**src/rtl/axi_arb_pkg.sv**
```systemverilog
// Shared state encoding and AXI width constants for the 2:1 AXI arbiter.
package axi_arb_pkg;

    localparam int AXI_ADDR_W = 40;
    localparam int AXI_ID_W   = 8;
    localparam int AXI_DATA_W = 128;
    localparam int AXI_STRB_W = AXI_DATA_W / 8;

    typedef enum logic [2:0] {
        ST_IDLE = 3'd0,
        ST_AR   = 3'd1,
        ST_R    = 3'd2,
        ST_AW   = 3'd3,
        ST_W    = 3'd4,
        ST_B    = 3'd5
    } arb_state_e;

endpackage

```
**src/rtl/axi_rr_arb2.sv**
```systemverilog
// Two-way round-robin picker: on a tie the master that did not win last time is chosen.
module axi_rr_arb2 (
    input  logic [1:0] req,
    input  logic       last_grant,
    output logic       grant,
    output logic       gnt_vld
);

    // Pure combinational pick; the caller registers the winner.
    always_comb begin
        gnt_vld = |req;
        if (req == 2'b11) begin
            grant = ~last_grant;
        end else begin
            grant = req[1];
        end
    end

endmodule

```
**src/rtl/axi_arb2to1_128.sv**
```systemverilog
// Two-master to one-slave AXI arbiter, one whole burst in flight at a time.
// Routing is purely combinational from the registered state and grant.
//
//  state   | meaning
//  IDLE    | no owner; arbitrate between pending AR/AW requests
//  AR      | forward granted master's read address
//  R       | forward read data back until the rlast handshake
//  AW      | forward granted master's write address
//  W       | forward write data until the wlast handshake
//  B       | forward write response until its handshake
module axi_arb2to1_128
    import axi_arb_pkg::*;
#(
    parameter int ADDR_W = AXI_ADDR_W,
    parameter int ID_W   = AXI_ID_W,
    parameter int DATA_W = AXI_DATA_W,
    parameter int STRB_W = DATA_W / 8
) (
    input  logic              pll_core_cpuclk,
    input  logic              pad_cpu_rst,
    // master 0
    input  logic [ADDR_W-1:0] m0_araddr,
    input  logic [1:0]        m0_arburst,
    input  logic [3:0]        m0_arcache,
    input  logic [ID_W-1:0]   m0_arid,
    input  logic [7:0]        m0_arlen,
    input  logic [2:0]        m0_arprot,
    input  logic [2:0]        m0_arsize,
    input  logic              m0_arvalid,
    output logic              m0_arready,
    output logic [DATA_W-1:0] m0_rdata,
    output logic [ID_W-1:0]   m0_rid,
    output logic [1:0]        m0_rresp,
    output logic              m0_rlast,
    output logic              m0_rvalid,
    input  logic              m0_rready,
    input  logic [ADDR_W-1:0] m0_awaddr,
    input  logic [1:0]        m0_awburst,
    input  logic [3:0]        m0_awcache,
    input  logic [ID_W-1:0]   m0_awid,
    input  logic [7:0]        m0_awlen,
    input  logic [2:0]        m0_awprot,
    input  logic [2:0]        m0_awsize,
    input  logic              m0_awvalid,
    output logic              m0_awready,
    input  logic [DATA_W-1:0] m0_wdata,
    input  logic [STRB_W-1:0] m0_wstrb,
    input  logic [ID_W-1:0]   m0_wid,
    input  logic              m0_wlast,
    input  logic              m0_wvalid,
    output logic              m0_wready,
    output logic [ID_W-1:0]   m0_bid,
    output logic [1:0]        m0_bresp,
    output logic              m0_bvalid,
    input  logic              m0_bready,
    // master 1
    input  logic [ADDR_W-1:0] m1_araddr,
    input  logic [1:0]        m1_arburst,
    input  logic [3:0]        m1_arcache,
    input  logic [ID_W-1:0]   m1_arid,
    input  logic [7:0]        m1_arlen,
    input  logic [2:0]        m1_arprot,
    input  logic [2:0]        m1_arsize,
    input  logic              m1_arvalid,
    output logic              m1_arready,
    output logic [DATA_W-1:0] m1_rdata,
    output logic [ID_W-1:0]   m1_rid,
    output logic [1:0]        m1_rresp,
    output logic              m1_rlast,
    output logic              m1_rvalid,
    input  logic              m1_rready,
    input  logic [ADDR_W-1:0] m1_awaddr,
    input  logic [1:0]        m1_awburst,
    input  logic [3:0]        m1_awcache,
    input  logic [ID_W-1:0]   m1_awid,
    input  logic [7:0]        m1_awlen,
    input  logic [2:0]        m1_awprot,
    input  logic [2:0]        m1_awsize,
    input  logic              m1_awvalid,
    output logic              m1_awready,
    input  logic [DATA_W-1:0] m1_wdata,
    input  logic [STRB_W-1:0] m1_wstrb,
    input  logic [ID_W-1:0]   m1_wid,
    input  logic              m1_wlast,
    input  logic              m1_wvalid,
    output logic              m1_wready,
    output logic [ID_W-1:0]   m1_bid,
    output logic [1:0]        m1_bresp,
    output logic              m1_bvalid,
    input  logic              m1_bready,
    // slave
    output logic [ADDR_W-1:0] s_araddr,
    output logic [1:0]        s_arburst,
    output logic [3:0]        s_arcache,
    output logic [ID_W-1:0]   s_arid,
    output logic [7:0]        s_arlen,
    output logic [2:0]        s_arprot,
    output logic [2:0]        s_arsize,
    output logic              s_arvalid,
    input  logic              s_arready,
    input  logic [DATA_W-1:0] s_rdata,
    input  logic [ID_W-1:0]   s_rid,
    input  logic [1:0]        s_rresp,
    input  logic              s_rlast,
    input  logic              s_rvalid,
    output logic              s_rready,
    output logic [ADDR_W-1:0] s_awaddr,
    output logic [1:0]        s_awburst,
    output logic [3:0]        s_awcache,
    output logic [ID_W-1:0]   s_awid,
    output logic [7:0]        s_awlen,
    output logic [2:0]        s_awprot,
    output logic [2:0]        s_awsize,
    output logic              s_awvalid,
    input  logic              s_awready,
    output logic [DATA_W-1:0] s_wdata,
    output logic [STRB_W-1:0] s_wstrb,
    output logic [ID_W-1:0]   s_wid,
    output logic              s_wlast,
    output logic              s_wvalid,
    input  logic              s_wready,
    input  logic [ID_W-1:0]   s_bid,
    input  logic [1:0]        s_bresp,
    input  logic              s_bvalid,
    output logic              s_bready,
    // status
    output logic              grant_id,
    output logic              busy
);

    arb_state_e state_q, state_d;
    logic       grant_q, grant_d;
    logic       last_grant_q, last_grant_d;
    logic       pick, pick_vld;
    logic       sel_arvalid, sel_rready, sel_awvalid, sel_wvalid, sel_wlast, sel_bready;

    axi_rr_arb2 u_rr (
        .req        ({m1_arvalid | m1_awvalid, m0_arvalid | m0_awvalid}),
        .last_grant (last_grant_q),
        .grant      (pick),
        .gnt_vld    (pick_vld)
    );

    assign sel_arvalid = grant_q ? m1_arvalid : m0_arvalid;
    assign sel_rready  = grant_q ? m1_rready  : m0_rready;
    assign sel_awvalid = grant_q ? m1_awvalid : m0_awvalid;
    assign sel_wvalid  = grant_q ? m1_wvalid  : m0_wvalid;
    assign sel_wlast   = grant_q ? m1_wlast   : m0_wlast;
    assign sel_bready  = grant_q ? m1_bready  : m0_bready;

    assign grant_id = grant_q;
    assign busy     = (state_q != ST_IDLE);

    // State, owner and round-robin history registers.
    always_ff @(posedge pll_core_cpuclk or posedge pad_cpu_rst) begin
        if (pad_cpu_rst) begin
            state_q      <= ST_IDLE;
            grant_q      <= 1'b0;
            last_grant_q <= 1'b1;
        end else begin
            state_q      <= state_d;
            grant_q      <= grant_d;
            last_grant_q <= last_grant_d;
        end
    end

    // Next state: arbitrate in IDLE (read preferred), then follow the burst handshakes.
    always_comb begin
        state_d      = state_q;
        grant_d      = grant_q;
        last_grant_d = last_grant_q;
        case (state_q)
            ST_IDLE: if (pick_vld) begin
                grant_d      = pick;
                last_grant_d = pick;
                state_d      = (pick ? m1_arvalid : m0_arvalid) ? ST_AR : ST_AW;
            end
            ST_AR:   if (sel_arvalid && s_arready)           state_d = ST_R;
            ST_R:    if (s_rvalid && sel_rready && s_rlast)  state_d = ST_IDLE;
            ST_AW:   if (sel_awvalid && s_awready)           state_d = ST_W;
            ST_W:    if (sel_wvalid && s_wready && sel_wlast) state_d = ST_B;
            ST_B:    if (s_bvalid && sel_bready)             state_d = ST_IDLE;
            default: state_d = ST_IDLE;
        endcase
    end

    // Channel routing: only the channel owned by the current state is connected.
    always_comb begin
        s_araddr = '0; s_arburst = '0; s_arcache = '0; s_arid = '0;
        s_arlen = '0; s_arprot = '0; s_arsize = '0; s_arvalid = 1'b0;
        s_rready = 1'b0;
        s_awaddr = '0; s_awburst = '0; s_awcache = '0; s_awid = '0;
        s_awlen = '0; s_awprot = '0; s_awsize = '0; s_awvalid = 1'b0;
        s_wdata = '0; s_wstrb = '0; s_wid = '0; s_wlast = 1'b0; s_wvalid = 1'b0;
        s_bready = 1'b0;
        m0_arready = 1'b0; m1_arready = 1'b0;
        m0_awready = 1'b0; m1_awready = 1'b0;
        m0_wready = 1'b0;  m1_wready = 1'b0;
        m0_rdata = '0; m0_rid = '0; m0_rresp = '0; m0_rlast = 1'b0; m0_rvalid = 1'b0;
        m1_rdata = '0; m1_rid = '0; m1_rresp = '0; m1_rlast = 1'b0; m1_rvalid = 1'b0;
        m0_bid = '0; m0_bresp = '0; m0_bvalid = 1'b0;
        m1_bid = '0; m1_bresp = '0; m1_bvalid = 1'b0;
        case (state_q)
            ST_AR: begin
                s_araddr  = grant_q ? m1_araddr  : m0_araddr;
                s_arburst = grant_q ? m1_arburst : m0_arburst;
                s_arcache = grant_q ? m1_arcache : m0_arcache;
                s_arid    = grant_q ? m1_arid    : m0_arid;
                s_arlen   = grant_q ? m1_arlen   : m0_arlen;
                s_arprot  = grant_q ? m1_arprot  : m0_arprot;
                s_arsize  = grant_q ? m1_arsize  : m0_arsize;
                s_arvalid = sel_arvalid;
                m0_arready = ~grant_q & s_arready;
                m1_arready =  grant_q & s_arready;
            end
            ST_R: begin
                s_rready = sel_rready;
                if (grant_q) begin
                    m1_rdata = s_rdata; m1_rid = s_rid; m1_rresp = s_rresp;
                    m1_rlast = s_rlast; m1_rvalid = s_rvalid;
                end else begin
                    m0_rdata = s_rdata; m0_rid = s_rid; m0_rresp = s_rresp;
                    m0_rlast = s_rlast; m0_rvalid = s_rvalid;
                end
            end
            ST_AW: begin
                s_awaddr  = grant_q ? m1_awaddr  : m0_awaddr;
                s_awburst = grant_q ? m1_awburst : m0_awburst;
                s_awcache = grant_q ? m1_awcache : m0_awcache;
                s_awid    = grant_q ? m1_awid    : m0_awid;
                s_awlen   = grant_q ? m1_awlen   : m0_awlen;
                s_awprot  = grant_q ? m1_awprot  : m0_awprot;
                s_awsize  = grant_q ? m1_awsize  : m0_awsize;
                s_awvalid = sel_awvalid;
                m0_awready = ~grant_q & s_awready;
                m1_awready =  grant_q & s_awready;
            end
            ST_W: begin
                s_wdata  = grant_q ? m1_wdata : m0_wdata;
                s_wstrb  = grant_q ? m1_wstrb : m0_wstrb;
                s_wid    = grant_q ? m1_wid   : m0_wid;
                s_wlast  = sel_wlast;
                s_wvalid = sel_wvalid;
                m0_wready = ~grant_q & s_wready;
                m1_wready =  grant_q & s_wready;
            end
            ST_B: begin
                s_bready = sel_bready;
                if (grant_q) begin
                    m1_bid = s_bid; m1_bresp = s_bresp; m1_bvalid = s_bvalid;
                end else begin
                    m0_bid = s_bid; m0_bresp = s_bresp; m0_bvalid = s_bvalid;
                end
            end
            default: ;
        endcase
    end

endmodule

```
**config.mk**
```make
export PLATFORM = sky130hd
export DESIGN_NAME = axi_arb2to1_128
export DESIGN_NICKNAME = d
export VERILOG_FILES = /design/src/rtl/axi_arb_pkg.sv /design/src/rtl/axi_rr_arb2.sv /design/src/rtl/axi_arb2to1_128.sv
export SDC_FILE = /design/constraint.sdc
export NUM_CORES = 1
export LEC_CHECK = 0
export CORE_AREA = 2 2 528 530
export CTS_CLUSTER_SIZE = 24
export DETAILED_ROUTE_END_ITERATION = 10
export DIE_AREA = 0 0 530 532
export GPL_ROUTABILITY_DRIVEN = 1
export GPL_TIMING_DRIVEN = 0
export PLACE_DENSITY = 0.3
export SKIP_LAST_GASP = 1
export SLEW_MARGIN = 20
export SYNTH_ARGS = -nofsm -noshare
export SYNTH_HDL_FRONTEND = slang
export SYNTH_SLANG_ARGS = --single-unit
```
**constraint.sdc**
```tcl
create_clock -name pll_core_cpuclk -period 3.3 [get_ports pll_core_cpuclk]
set_clock_uncertainty 0.1 [all_clocks]
set_input_delay 0.99 -clock pll_core_cpuclk [delete_from_list [all_inputs] [get_ports pll_core_cpuclk]]
set_output_delay 0.99 -clock pll_core_cpuclk [all_outputs]
set_load 0.005 [all_outputs]
```
==> run summary <==
In this run the mean area of a mapped cell was 6.85 µm². The worst setup path is captured at an output port. In the routed design, unresolved DRC markers number 0. The first routing iteration left 757 violations.

TritonCTS built the clock tree. The detailed-routed wire length on met3 is 26400 µm. Setup slack closes at 8.26 ps.

IR analysis of the VDD net gives a maximum drop of 0.253 mV. The largest fanout on the critical path is 7, and the number of distinct library cells after synthesis is 36. The number of flip-flops and latches in the synthesized netlist was 5. The net count of the finished layout is 3224. The area inside the core boundary is 276000 µm², and the ratio of cells with drive above 1 in the final layout is 0.177. The part of the total power dissipated in combinational logic was 0.975; the starting density of the core was 0.0261. The portion of synthesized cell area occupied by the leading cell type was 0.406; the boundary pin count was 1348. Yosys attributes the largest share of cell area to sky130_fd_sc_hd__mux2i_1 41%, sky130_fd_sc_hd__and2_1 26%, sky130_fd_sc_hd__nor2_1 16%. Hold repair after CTS inserted 0 buffers. The worst setup path is launched from a flip-flop. In this run the static leakage power is 13.3 nW.

The x dimension of the die is 530 µm, and the fill cell total of the finished layout is 32366. At the end of routability-driven placement, the weighted congestion stood at 0.930. The class of the tightest hold or removal check was flip-flop to flip-flop. After routing, the total negative slack on setup checks comes to 0 ps. When the netlist entered floorplanning its net count stood at 1795.

The share of the cycle needed by the critical path after routing was 0.997; the highest attainable clock frequency was 304 MHz. Time the final worst path needs with I/O delays and setup: 3290 ps. For the worst setup path, the data arrival time is 2200 ps.

The cell area after placement is 25400 µm², and the area of the mapped netlist is 7200 µm². The number of global-route vias before repair was 15245; the final-report max-slew violation count was 0. The number of synthesized flops with an enable pin came out at 0.

The number of hold violations in the final report is 0, and the post-placement worst setup slack is -920 ps. The number of instances in the synthesized netlist is 1051, and the data required time at the worst endpoint is 2210 ps. The number of levels in the clock H-tree is 1. The tools report the routed wire length as 221000 µm.

Total routing resource utilization after global routing: 0.150. The signal on the critical path passes through nand2b_4, or2_4, nor2_8, buf_12, buf_12, buf_8, buf_4, and2_1, dlygate4sd2_1. Buffers placed on the I/O ports in this run total 1347.

The tools report the post-route standard cell area excluding fillers as 27300 µm². The logs give 0.010 for the relative contribution of sequential cells to total power and 11 for the maximum number of pins on one net before global-route repair. The clock network latency to the later pin of the worst-skew pair was 230 ps; the register area share after synthesis was 0.0175.

The tools report the switching power total as 6.62 mW. The floorplan has 193 rows. The master cell of the clock root buffer is sky130_fd_sc_hd__clkbuf_16.

Setup repair after global routing could not meet its margin everywhere. The tools report the cell internal power dissipation as 6.44 mW. Relative to the synthesized area, the layout overhead comes to 279%. Number of endpoints failing setup at the final stage: 0. Most frequently used flop master after synthesis: sky130_fd_sc_hd__dfrtp_1. Clock network fraction of design power: 0.015. The run gives 15463 as the via count. For this design the ratio of total power to cell area is 478 nW/µm². Clock tree synthesis inserted a total of 3 buffers.

The clock net sink count is 5. Transition at the pin with the smallest max-transition slack: 627 ps. The synthesized design spends more area on one cell type than any other, namely sky130_fd_sc_hd__mux2i_1.

The proportion of synthesized flip-flops having asynchronous set or reset works out to 1.00. The flow ran to the end, and the final reports show no timing, DRC or antenna violations. The global route total overflow was 0; the die area was 282000 µm². Summed over all nets, the half-perimeter wirelength after detailed placement is 208000 µm. The number of buffers between clock root and the deepest sink came out at 2.

The cell class contributing the biggest share of worst-path delay was buffers and inverters. The register clock-pin slew on the reported worst setup and hold paths is 30 ps, and the number of optimization iterations in the first detailed-route pass is 5. Headroom to the max-slew limit: 0.582. The overall die height was 532 µm. In the final routing, the length of wire on met1 measures 88500 µm. The detail route stage leaves a number of antenna-violating nets equal to 0. Number of antenna violations at the first check in global routing: 302. The highest signal layer in the routed design was met5. The tool flagged a number of max-cap violations equal to 0.

For this run, the slowest stage of the critical path takes 390 ps. The number of warning messages in the yosys log came out at 0. Average wire per standard cell: 35.1 µm. Counting stages on the worst path, the most repeated cell is sky130_fd_sc_hd__buf_12. The number of buffer and inverter stages on the critical path came out at 5. The average vias per placed instance is 2.46. The largest individual stage delay along the critical path comes from the cell sky130_fd_sc_hd__dfrtp_2. Detailed route wirelength on metal2: 99500 µm. The switching share of power came out at 0.507. The class of the most critical setup path is flip-flop to output port. The first global-routing pass estimated 254000 µm of wire.
==> state kept, by name, indices dropped and copies added, names as in the netlist <==
name / cells
grant_id: 1
last_grant_q: 1
state_q: 3
==> placed cells by master (no fill, tap or decap), types with 3 or more instances in the layout <==
| cell type | Yosys | layout |
|---|---|---|
| sky130_fd_sc_hd__diode_2 | 0 | 106 |
| sky130_fd_sc_hd__clkbuf_16 | 0 | 8 |
| sky130_fd_sc_hd__and2_1 | 303 | 289 |
| sky130_fd_sc_hd__buf_2 | 6 | 33 |
| sky130_fd_sc_hd__and3_1 | 5 | 5 |
| sky130_fd_sc_hd__dlygate4sd2_1 | 0 | 441 |
| sky130_fd_sc_hd__buf_8 | 0 | 19 |
| sky130_fd_sc_hd__clkbuf_2 | 1 | 64 |
| sky130_fd_sc_hd__mux2i_4 | 0 | 44 |
| sky130_fd_sc_hd__clkdlybuf4s15_1 | 0 | 29 |
| sky130_fd_sc_hd__buf_4 | 8 | 67 |
| sky130_fd_sc_hd__inv_1 | 7 | 5 |
| sky130_fd_sc_hd__dlymetal6s2s_1 | 0 | 90 |
| sky130_fd_sc_hd__o21ai_0 | 3 | 3 |
| sky130_fd_sc_hd__nand2_1 | 6 | 4 |
| sky130_fd_sc_hd__nor2_1 | 298 | 272 |
| sky130_fd_sc_hd__and2_4 | 0 | 14 |
| sky130_fd_sc_hd__nor2_2 | 0 | 16 |
| sky130_fd_sc_hd__mux2i_1 | 292 | 233 |
| sky130_fd_sc_hd__buf_6 | 50 | 24 |
| sky130_fd_sc_hd__clkbuf_4 | 0 | 11 |
| sky130_fd_sc_hd__buf_16 | 0 | 13 |
| sky130_fd_sc_hd__clkbuf_8 | 0 | 13 |
| sky130_fd_sc_hd__buf_12 | 0 | 31 |
| sky130_fd_sc_hd__mux2i_2 | 0 | 15 |
| sky130_fd_sc_hd__nor2_4 | 0 | 10 |
| sky130_fd_sc_hd__a21oi_1 | 5 | 5 |
| sky130_fd_sc_hd__clkdlybuf4s50_1 | 0 | 644 |
| sky130_fd_sc_hd__clkdlybuf4s15_2 | 0 | 37 |
==> worst register-to-register path: stages, from the launching register on <==
cell and delay, ps:
sky130_fd_sc_hd__dfrtp_2 440, sky130_fd_sc_hd__buf_12 170, sky130_fd_sc_hd__buf_12 140, sky130_fd_sc_hd__buf_4 140, sky130_fd_sc_hd__nand3b_1 300, sky130_fd_sc_hd__a211oi_1 310
sky130_fd_sc_hd__a21oi_1 80, sky130_fd_sc_hd__o221ai_1 190
==> power by group through the flow <==
stage          Clock [mW]  Sequential, mW  Combinational, mW
2_1_floorplan           0           0.116               4.25
6_report            0.199           0.130               12.7
3_5_place_dp            0           0.123               11.6
5_1_grt             0.210           0.138               13.5
4_1_cts             0.203           0.119               13.2
3_3_place_gp            0           0.124               11.7
==> kinds of logic (layout without fill, tap and decap cells) <==
logic type	after synthesis	count (layout)	share of synthesized area
simple gates	629	629	0.446
buf+inv	107	1535	0.113
flops	5	5	0.0175
compound gates	16	16	0.0142
other cells	0	106	0
mux	294	294	0.409
==> through the flow <==
stage                     instances  utilization  power [mW]  hold WS [ps]
after global placement         6103       0.0918        11.8           416
after detailed placement       6104       0.0919        11.7           413
after CTS                      6173       0.0978        13.5           425
after floorplan                1051            -        4.36           377
final                          6290       0.0991        13.1           414
after global routing           6235       0.0986        13.9           439
==> layer usage <==
metal / vias to the layer above / GRT usage
met3: 404 / 0.0720
met4: 108 / 0.0191
met2: 1415 / 0.249
met5: - / 0
met1: 7124 / 0.177
li1: 6412 / -
==> cell type report <==
class | instances | area, µm² | share of cell area
Sequential cell | 5 | 129 | 0.00472
Multi-Input combinational cell | 939 | 7060 | 0.258
Antenna cell | 106 | 265 | 0.00971
Inverter | 7 | 30.0 | 0.00110
Timing Repair Buffer | 1427 | 13700 | 0.502
Buffer | 97 | 1410 | 0.0517
Clock buffer | 4 | 78.8 | 0.00288
Tap cell | 3705 | 4640 | 0.170
==> timing repair <==
| item | CTS | global route |
|---|---|---|
| setup endpoints to repair | 602 | 273 |
| setup buffers | 57 | 15 |
| pin swaps | 24 | 2 |
| gates resized for setup | 1192 | 284 |
| cloned | 8 | 1 |
==> cells in the mapped netlist, types with 2 or more instances <==
library cell                 n
sky130_fd_sc_hd__dfrtp_1     4
sky130_fd_sc_hd__nor2b_1     3
sky130_fd_sc_hd__a21boi_0    2
sky130_fd_sc_hd__nor2_8      2
sky130_fd_sc_hd__inv_1       7
sky130_fd_sc_hd__nand3_1     2
sky130_fd_sc_hd__nand2_1     6
sky130_fd_sc_hd__nor3_1      2
sky130_fd_sc_hd__and3_1      5
sky130_fd_sc_hd__mux2_2      2
sky130_fd_sc_hd__buf_4       8
sky130_fd_sc_hd__and2_1    303
sky130_fd_sc_hd__nor2_1    298
sky130_fd_sc_hd__o21ai_0     3
sky130_fd_sc_hd__buf_2       6
sky130_fd_sc_hd__mux2i_1   292
sky130_fd_sc_hd__clkbuf_1   30
sky130_fd_sc_hd__buf_1       5
sky130_fd_sc_hd__a21oi_1     5
sky130_fd_sc_hd__buf_6      50
==> final timing paths <==
check                                   from       endpoint  slack (ps)  depth (start not counted)
worst max-delay path              state_q[2]  m0_rdata[105]           8                          9
worst min-delay path            last_grant_q   last_grant_q         410                          2
max in group asynchronous        pad_cpu_rst   last_grant_q        1960                          2
min in group asynchronous        pad_cpu_rst       grant_id         890                          2
worst max register to register      grant_id     state_q[0]        1330                          7
worst min register to register  last_grant_q   last_grant_q         410                          2
No activity file was read; power rests on OpenSTA's default activity.
